File: src/rtl/alu_mul_seq_pkg.sv
// Shared ALU definitions: mode codes understood by the shared ALU and its clients.
package alu_mul_seq_pkg;

  localparam int unsigned AluModeW = 3;

  localparam logic [AluModeW-1:0] ALU_ADD  = 3'd0;
  localparam logic [AluModeW-1:0] ALU_SUB  = 3'd1;
  localparam logic [AluModeW-1:0] ALU_AND  = 3'd2;
  localparam logic [AluModeW-1:0] ALU_OR   = 3'd3;
  localparam logic [AluModeW-1:0] ALU_XOR  = 3'd4;
  localparam logic [AluModeW-1:0] ALU_INC  = 3'd5;
  localparam logic [AluModeW-1:0] ALU_DEC  = 3'd6;
  localparam logic [AluModeW-1:0] ALU_PASS = 3'd7;

endpackage

File: src/rtl/alu_mul_seq.sv
// Sequential shift-free multiplier: repeated addition driven through an external shared ALU.
module alu_mul_seq
  import alu_mul_seq_pkg::*;
#(
  parameter int unsigned N = 8
) (
  input  logic                clk,
  input  logic                reset,
  input  logic                start,
  input  logic [N-1:0]        op_a,
  input  logic [N-1:0]        op_b,
  output logic                busy,
  output logic                done,
  output logic [N-1:0]        product,
  output logic                overflow,
  output logic                alu_enable,
  output logic [AluModeW-1:0] alu_mode,
  output logic [N-1:0]        alu_a,
  output logic [N-1:0]        alu_b,
  input  logic [N-1:0]        alu_out,
  input  logic                alu_zero
);

  typedef enum logic [2:0] {
    StIdle     = 3'd0,
    StAddIssue = 3'd1,
    StAddWb    = 3'd2,
    StDecIssue = 3'd3,
    StDecWb    = 3'd4,
    StDone     = 3'd5
  } state_e;

  state_e       r_state, w_state_d;
  logic [N-1:0] r_mcand, r_count, r_acc, r_product;
  logic         r_ovf, r_overflow;
  logic         w_zero_op;

  assign w_zero_op = (op_a == '0) || (op_b == '0);

  // State register.
  always_ff @(posedge clk) begin
    if (reset) r_state <= StIdle;
    else       r_state <= w_state_d;
  end

  // Next-state and ALU request decode; ALU inputs idle at ADD/0/0 outside issue states.
  always_comb begin
    w_state_d  = r_state;
    alu_enable = 1'b0;
    alu_mode   = ALU_ADD;
    alu_a      = '0;
    alu_b      = '0;
    case (r_state)
      StIdle: begin
        if (start) w_state_d = w_zero_op ? StDone : StAddIssue;
      end
      StAddIssue: begin
        alu_enable = 1'b1;
        alu_mode   = ALU_ADD;
        alu_a      = r_acc;
        alu_b      = r_mcand;
        w_state_d  = StAddWb;
      end
      StAddWb: w_state_d = StDecIssue;
      StDecIssue: begin
        alu_enable = 1'b1;
        alu_mode   = ALU_DEC;
        alu_a      = r_count;
        alu_b      = '0;
        w_state_d  = StDecWb;
      end
      StDecWb: w_state_d = alu_zero ? StDone : StAddIssue;
      StDone:  w_state_d = StIdle;
      default: w_state_d = StIdle;
    endcase
  end

  // Datapath: operand capture, accumulate/count write-back, result publish.
  // product/overflow are loaded on the edge entering DONE so they are valid alongside done.
  always_ff @(posedge clk) begin
    if (reset) begin
      r_mcand    <= '0;
      r_count    <= '0;
      r_acc      <= '0;
      r_ovf      <= 1'b0;
      r_product  <= '0;
      r_overflow <= 1'b0;
    end else begin
      case (r_state)
        StIdle: begin
          if (start) begin
            r_mcand <= op_a;
            r_count <= op_b;
            r_acc   <= '0;
            r_ovf   <= 1'b0;
            if (w_zero_op) begin
              r_product  <= '0;
              r_overflow <= 1'b0;
            end
          end
        end
        StAddWb: begin
          r_acc <= alu_out;
          // Unsigned wrap of acc + mcand shows up as a smaller sum.
          if (alu_out < r_acc) r_ovf <= 1'b1;
        end
        StDecWb: begin
          r_count <= alu_out;
          if (alu_zero) begin
            r_product  <= r_acc;
            r_overflow <= r_ovf;
          end
        end
        default: ;
      endcase
    end
  end

  assign busy     = (r_state != StIdle);
  assign done     = (r_state == StDone);
  assign product  = r_product;
  assign overflow = r_overflow;

endmodule

File: config.mk
export PLATFORM = sky130hd
export DESIGN_NAME = alu_mul_seq
export DESIGN_NICKNAME = d
export VERILOG_FILES = /design/src/rtl/alu_mul_seq_pkg.sv /design/src/rtl/alu_mul_seq.sv
export SDC_FILE = /design/constraint.sdc
export NUM_CORES = 1
export LEC_CHECK = 0
export BUFFER_PORTS_ARGS = -buffer_cell sky130_fd_sc_hd__buf_2
export CAP_MARGIN = 20
export CORE_MARGIN = 1.5
export CORE_UTILIZATION = 50
export DETAILED_ROUTE_END_ITERATION = 7
export PLACE_DENSITY = 0.78
export SYNTH_ARGS = -nofsm -noshare
export SYNTH_HDL_FRONTEND = slang
export SYNTH_SLANG_ARGS = --single-unit
File: constraint.sdc
create_clock -name clk -period 1.7 [get_ports clk]
set_clock_uncertainty 0.05 [all_clocks]
set_input_delay 0.34 -clock clk [delete_from_list [all_inputs] [get_ports clk]]
set_output_delay 0.34 -clock clk [all_outputs]
set_load 0.03 [all_outputs]
### Word-level counts from Yosys, hierarchy flattened

Cells that the tools add are included.

| cells by class | value |
|---|---|
| equal/unequal tests | 9 |
| reduce and logical (&&, ||, !) cells | 13 |
| multiplexer cells | 23 |
| magnitude comparators | 1 |

Operator list:

| operator | number |
|---|---|
| $pmux 8 s2 | 4 |
| $mux 8 | 6 |
| $logic_not 8->1 | 2 |
| $pmux 3 s5 | 1 |
| $mux 3 | 4 |
| $lt 8x8->1 | 1 |
| $ne 2x2->1 const B | 4 |
| $eq 3x2->1 const B | 2 |
| $eq 3x3->1 const B | 2 |
| $mux 1 | 6 |
| $reduce_and 2->1 | 3 |
| $pmux 1 s2 | 2 |
| $reduce_and 4->1 | 1 |
| $reduce_bool 2->1 | 2 |
| $eq 3x1->1 const B | 1 |
| $logic_not 3->1 | 1 |
| $reduce_and 3->1 | 1 |
| $reduce_bool 3->1 | 1 |
| $reduce_or 2->1 | 1 |
| $logic_or 1x1->1 | 1 |

| word-level totals | value |
|---|---|
| output and inout bits | 31 |
| flip-flop bits (word level) | 37 |
| logic and storage cells | 53 |
| input port bits | 28 |

### Depth between registers and ports, before layout

| logic depth | value |
|---|---|
| depth in word-level cells | 5 |
| gate-level depth with buffers | 7 |
| gate-level depth less buffers | 6 |

### Worst setup path after synthesis

OpenSTA, ideal clock, no wires.

| timing path | value |
|---|---|
| kind | reg-to-output |
| from | reg r_state[2] |
| to | out alu_mode[2] |
| stages on the path, launching flop included | 6 |
| data arrival time | 1490 ps |
| path slack | -180 ps |
| cells stage by stage | dfxtp_1 -> buf_4 -> nand2b_1 -> buf_2 -> nor2_1 -> buf_4 |

| on the way | value |
|---|---|
| cells in the longest elaborated chain, start to end | 2 |

Ends and longest elaborated chain:

| element | line | text |
|---|---|---|
| from (decl) | alu_mul_seq.sv:33 | `state_e r_state, w_state_d;` |
| from (signal assigned) | alu_mul_seq.sv:42 | `if (reset) r_state <= StIdle;` |
| from (signal assigned) | alu_mul_seq.sv:43 | `else r_state <= w_state_d;` |
| $eq 3x2->1 | alu_mul_seq.sv:53 | `case (r_state)` |
| $mux 3 | alu_mul_seq.sv:53 |  |
| to (decl) | alu_mul_seq.sv:17 | `output logic [AluModeW-1:0] alu_mode,` |

No other way between the ends.

### Final worst setup path

| timing path | value |
|---|---|
| from | reg r_state[0] |
| to | out alu_b[6] |

| on the way | value |
|---|---|
| cells in the longest elaborated chain, start to end | 2 |

Ends and longest elaborated chain:

| element | line | text |
|---|---|---|
| $eq 3x1->1 | alu_mul_seq.sv:53 |  |
| $mux 8 | alu_mul_seq.sv:53 |  |
| to (decl) | alu_mul_seq.sv:19 | `output logic [N-1:0] alu_b,` |

No other way between the ends.

==> out/metrics.cfg <==
[setup_path]
cp.required_ns=1.31
cp_slowest_cell=dfxtp_4
cp-start-kind=flip-flop
crit_type=reg -> out
crit_chain=nand2b_4 -> clkinvlp_4 -> and3_2 -> buf_4
cp_slowest_stage_delay_ns=0.38
path_max_fanout=6
critical_path.top_delay_family=flip-flops
crit_arrival_ns=1.31
endpoint_kind=output pin
cp.buffers_inverters=2

[floorplanning]
core_area_um2=3630
dieHeight_um=64.2
die_x_um=64.2
die_area_um2=4120
initial_utilization_pct=51.5
rows=22
pin_count=59

[run_status]
violations=setup timing
outcome=complete, but fails checks

[placement]
place_hpwl_um=3450
port_buffers=57
post_dp_cell_area_um2=2290
place.gp.congestion=0.807

[synth]
synth_fp_nets=246
synth-seq-cells=37
ys_types=39
synth-main-ff-cell=dfxtp_1
synth_top_area_cell=dfxtp_1
syn_area_per_cell_um2=8.87
yosys_warnings=0
synth.area.top_cells=dfxtp_1, nand2_1, a21oi_1
syn_inst=211
ys_seq_area_share_pct=39.6
async_flop_share_pct=0
synth_area_um2=1870
synth_top_area_share_pct=39.6
synth_edf_count=0

[detailed_routing]
wl_per_cell_um=15.3
drtAntennaViolNets=0
dr.first_iter.drc_count=164
wl_um=5100
drc=0
dr.pass1.iters=5
avgViaCountPerCell=5.56
num_vias=1856

[timing]
period_needed_ns=1.70
drv_slew=0
rsz0062_at_grt=yes
period_share_pct=100
fin_setup_tns_ns=-0.00264
setup_violations=1
finalHoldViolCount=0
layout_setup_ws_ns=-0.00264
clock.fmax_ghz=0.587

[cells_and_area]
finish.instance_area_um2=2560
syn2layout_area_growth_pct=36.8
fillers=306
final_cell_mix=buf_2, dfxtp_1, buf_4
layout-drive-gt1-share_pct=42.0
diodes=0
nets=320
mostFrequentLayoutCell=buf_2

[clock_tree]
cts_tree=built
cts_sinks=37
cts.path.max_buffers=2
htree_levels=2
cts_root_buf=clkbuf_8
path_clk_slew_ns=0.07
cts_buffers=5
clock_latency_ns=0.28

[global_route]
grt_max_degree=30
grt_use_total_pct=24.4
grt-ovfl-total=0
antenna_found_initial=0
grt_pass1_wl_um=7820
grt_pass1_vias=1690

[pwr]
pwr_density_cell_nw_per_um2=885
p_total_mw=2.26
p_leak_nw=1.08
ir_worst_vdd_mv=0.786

[worst_hold_path]
hold_path.class=in -> reg

[job]
max_cap_viol_count=0

-- layout make-up --
type	count	area, um^2	area share [%]
Multi-Input combinational cell	150	1040	40.8
Inverter	10	45.0	1.76
Sequential cell	37	749	29.3
Tap cell	48	60.1	2.35
Clock buffer	7	86.3	3.37
Clock inverter	1	30.0	1.17
Timing Repair Buffer	80	537	21.0
Timing Repair inverter	1	7.51	0.293
-- final timing paths --
path              cells after the start                    start                       to  slack (ns)
hold reg to reg                       2  r_mcand[6]$_SDFFE_PP0P_  r_mcand[6]$_SDFFE_PP0P_        0.40
setup / recovery                      4  r_state[0]$_SDFFE_PP0P_                 alu_b[6]      -0.003
hold / removal                        3                  op_a[4]  r_mcand[4]$_SDFFE_PP0P_        0.25
setup reg to reg                      6  r_state[2]$_SDFFE_PP0P_  r_mcand[1]$_SDFFE_PP0P_        0.03
-- Yosys cell counts (2+ instances only) --
cell	n
a211oi_1	2
a21oi_1	18
a222oi_1	8
a22o_1	9
and3_1	9
buf_2	3
buf_4	4
buf_6	2
clkbuf_1	4
dfxtp_1	37
ha_1	7
inv_1	10
mux2i_1	9
nand2_1	28
nand3_1	8
nor2_1	21
nor2_4	4
nor3_1	2
o21ai_0	3
or4_4	4
-- per-stage QoR --
stage	setup slack [ns]	cells	hold slack [ns]	utilization, %
after global placement	-0.0242	321	0.389	63.0
after CTS	-0.00267	330	0.246	67.3
after global routing	-0.0508	334	0.267	70.4
after floorplan	-0.0571	211	0.382	-
after detailed placement	-0.0509	321	0.392	63.0
final	-0.00264	334	0.253	70.4
-- cell families (layout without fill, tap and decap cells) --
| group | Yosys count | count (layout) | share of synthesized area (%) |
|---|---|---|---|
| AOI/OAI and AO/OA | 46 | 46 | 18.4 |
| xor gates and xnor gates | 1 | 1 | 0.468 |
| adders and majority gates | 7 | 7 | 4.68 |
| buffers and inverters | 24 | 99 | 6.62 |
| DFF | 37 | 37 | 39.6 |
| muxes | 9 | 9 | 4.82 |
| other | 1 | 1 | 0.200 |
| and+or+nand+nor | 86 | 86 | 25.2 |
-- per-layer routing --
metal / share of wire [%] / track usage (%)
met1: 43 / 31.9
met2: 47 / 39.2
met3: 7.3 / 5.99
met4: 1.9 / 8.51
met5: 0 / 0
-- timing repair --
item                                    in CTS  in global routing
hold buffers                                 0                  0
cloned                                       1                  0
hold endpoints to repair                     0                  0
gates resized for setup                     14                 41
buffers inserted                             0                  4
pin swaps                                    0                  1
endpoints found under the setup margin      19                 29
-- worst reg2reg max path, cell delays in order (launching register included) --
cell and delay [ns]:
dfxtp_2 0.32, buf_4 0.17, nor3_2 0.23, nand2_1 0.32
buf_4 0.29, nand2_1 0.07, a21oi_1 0.09
-- flip-flops by register name, summed over array words and instances (netlist names) --
name      cells
product       8
r_acc         8
r_count       8
r_mcand       8
r_state       3
overflow      1
r_ovf         1
-- report_power, final --
group | internal [mW] | leakage (nW) | switching [mW]
Sequential | 0.917 | 0.303 | 0.0395
Combinational | 0.226 | 0.720 | 0.307
Clock | 0.478 | 0.0585 | 0.296
No activity file was read; power rests on OpenSTA's default activity.
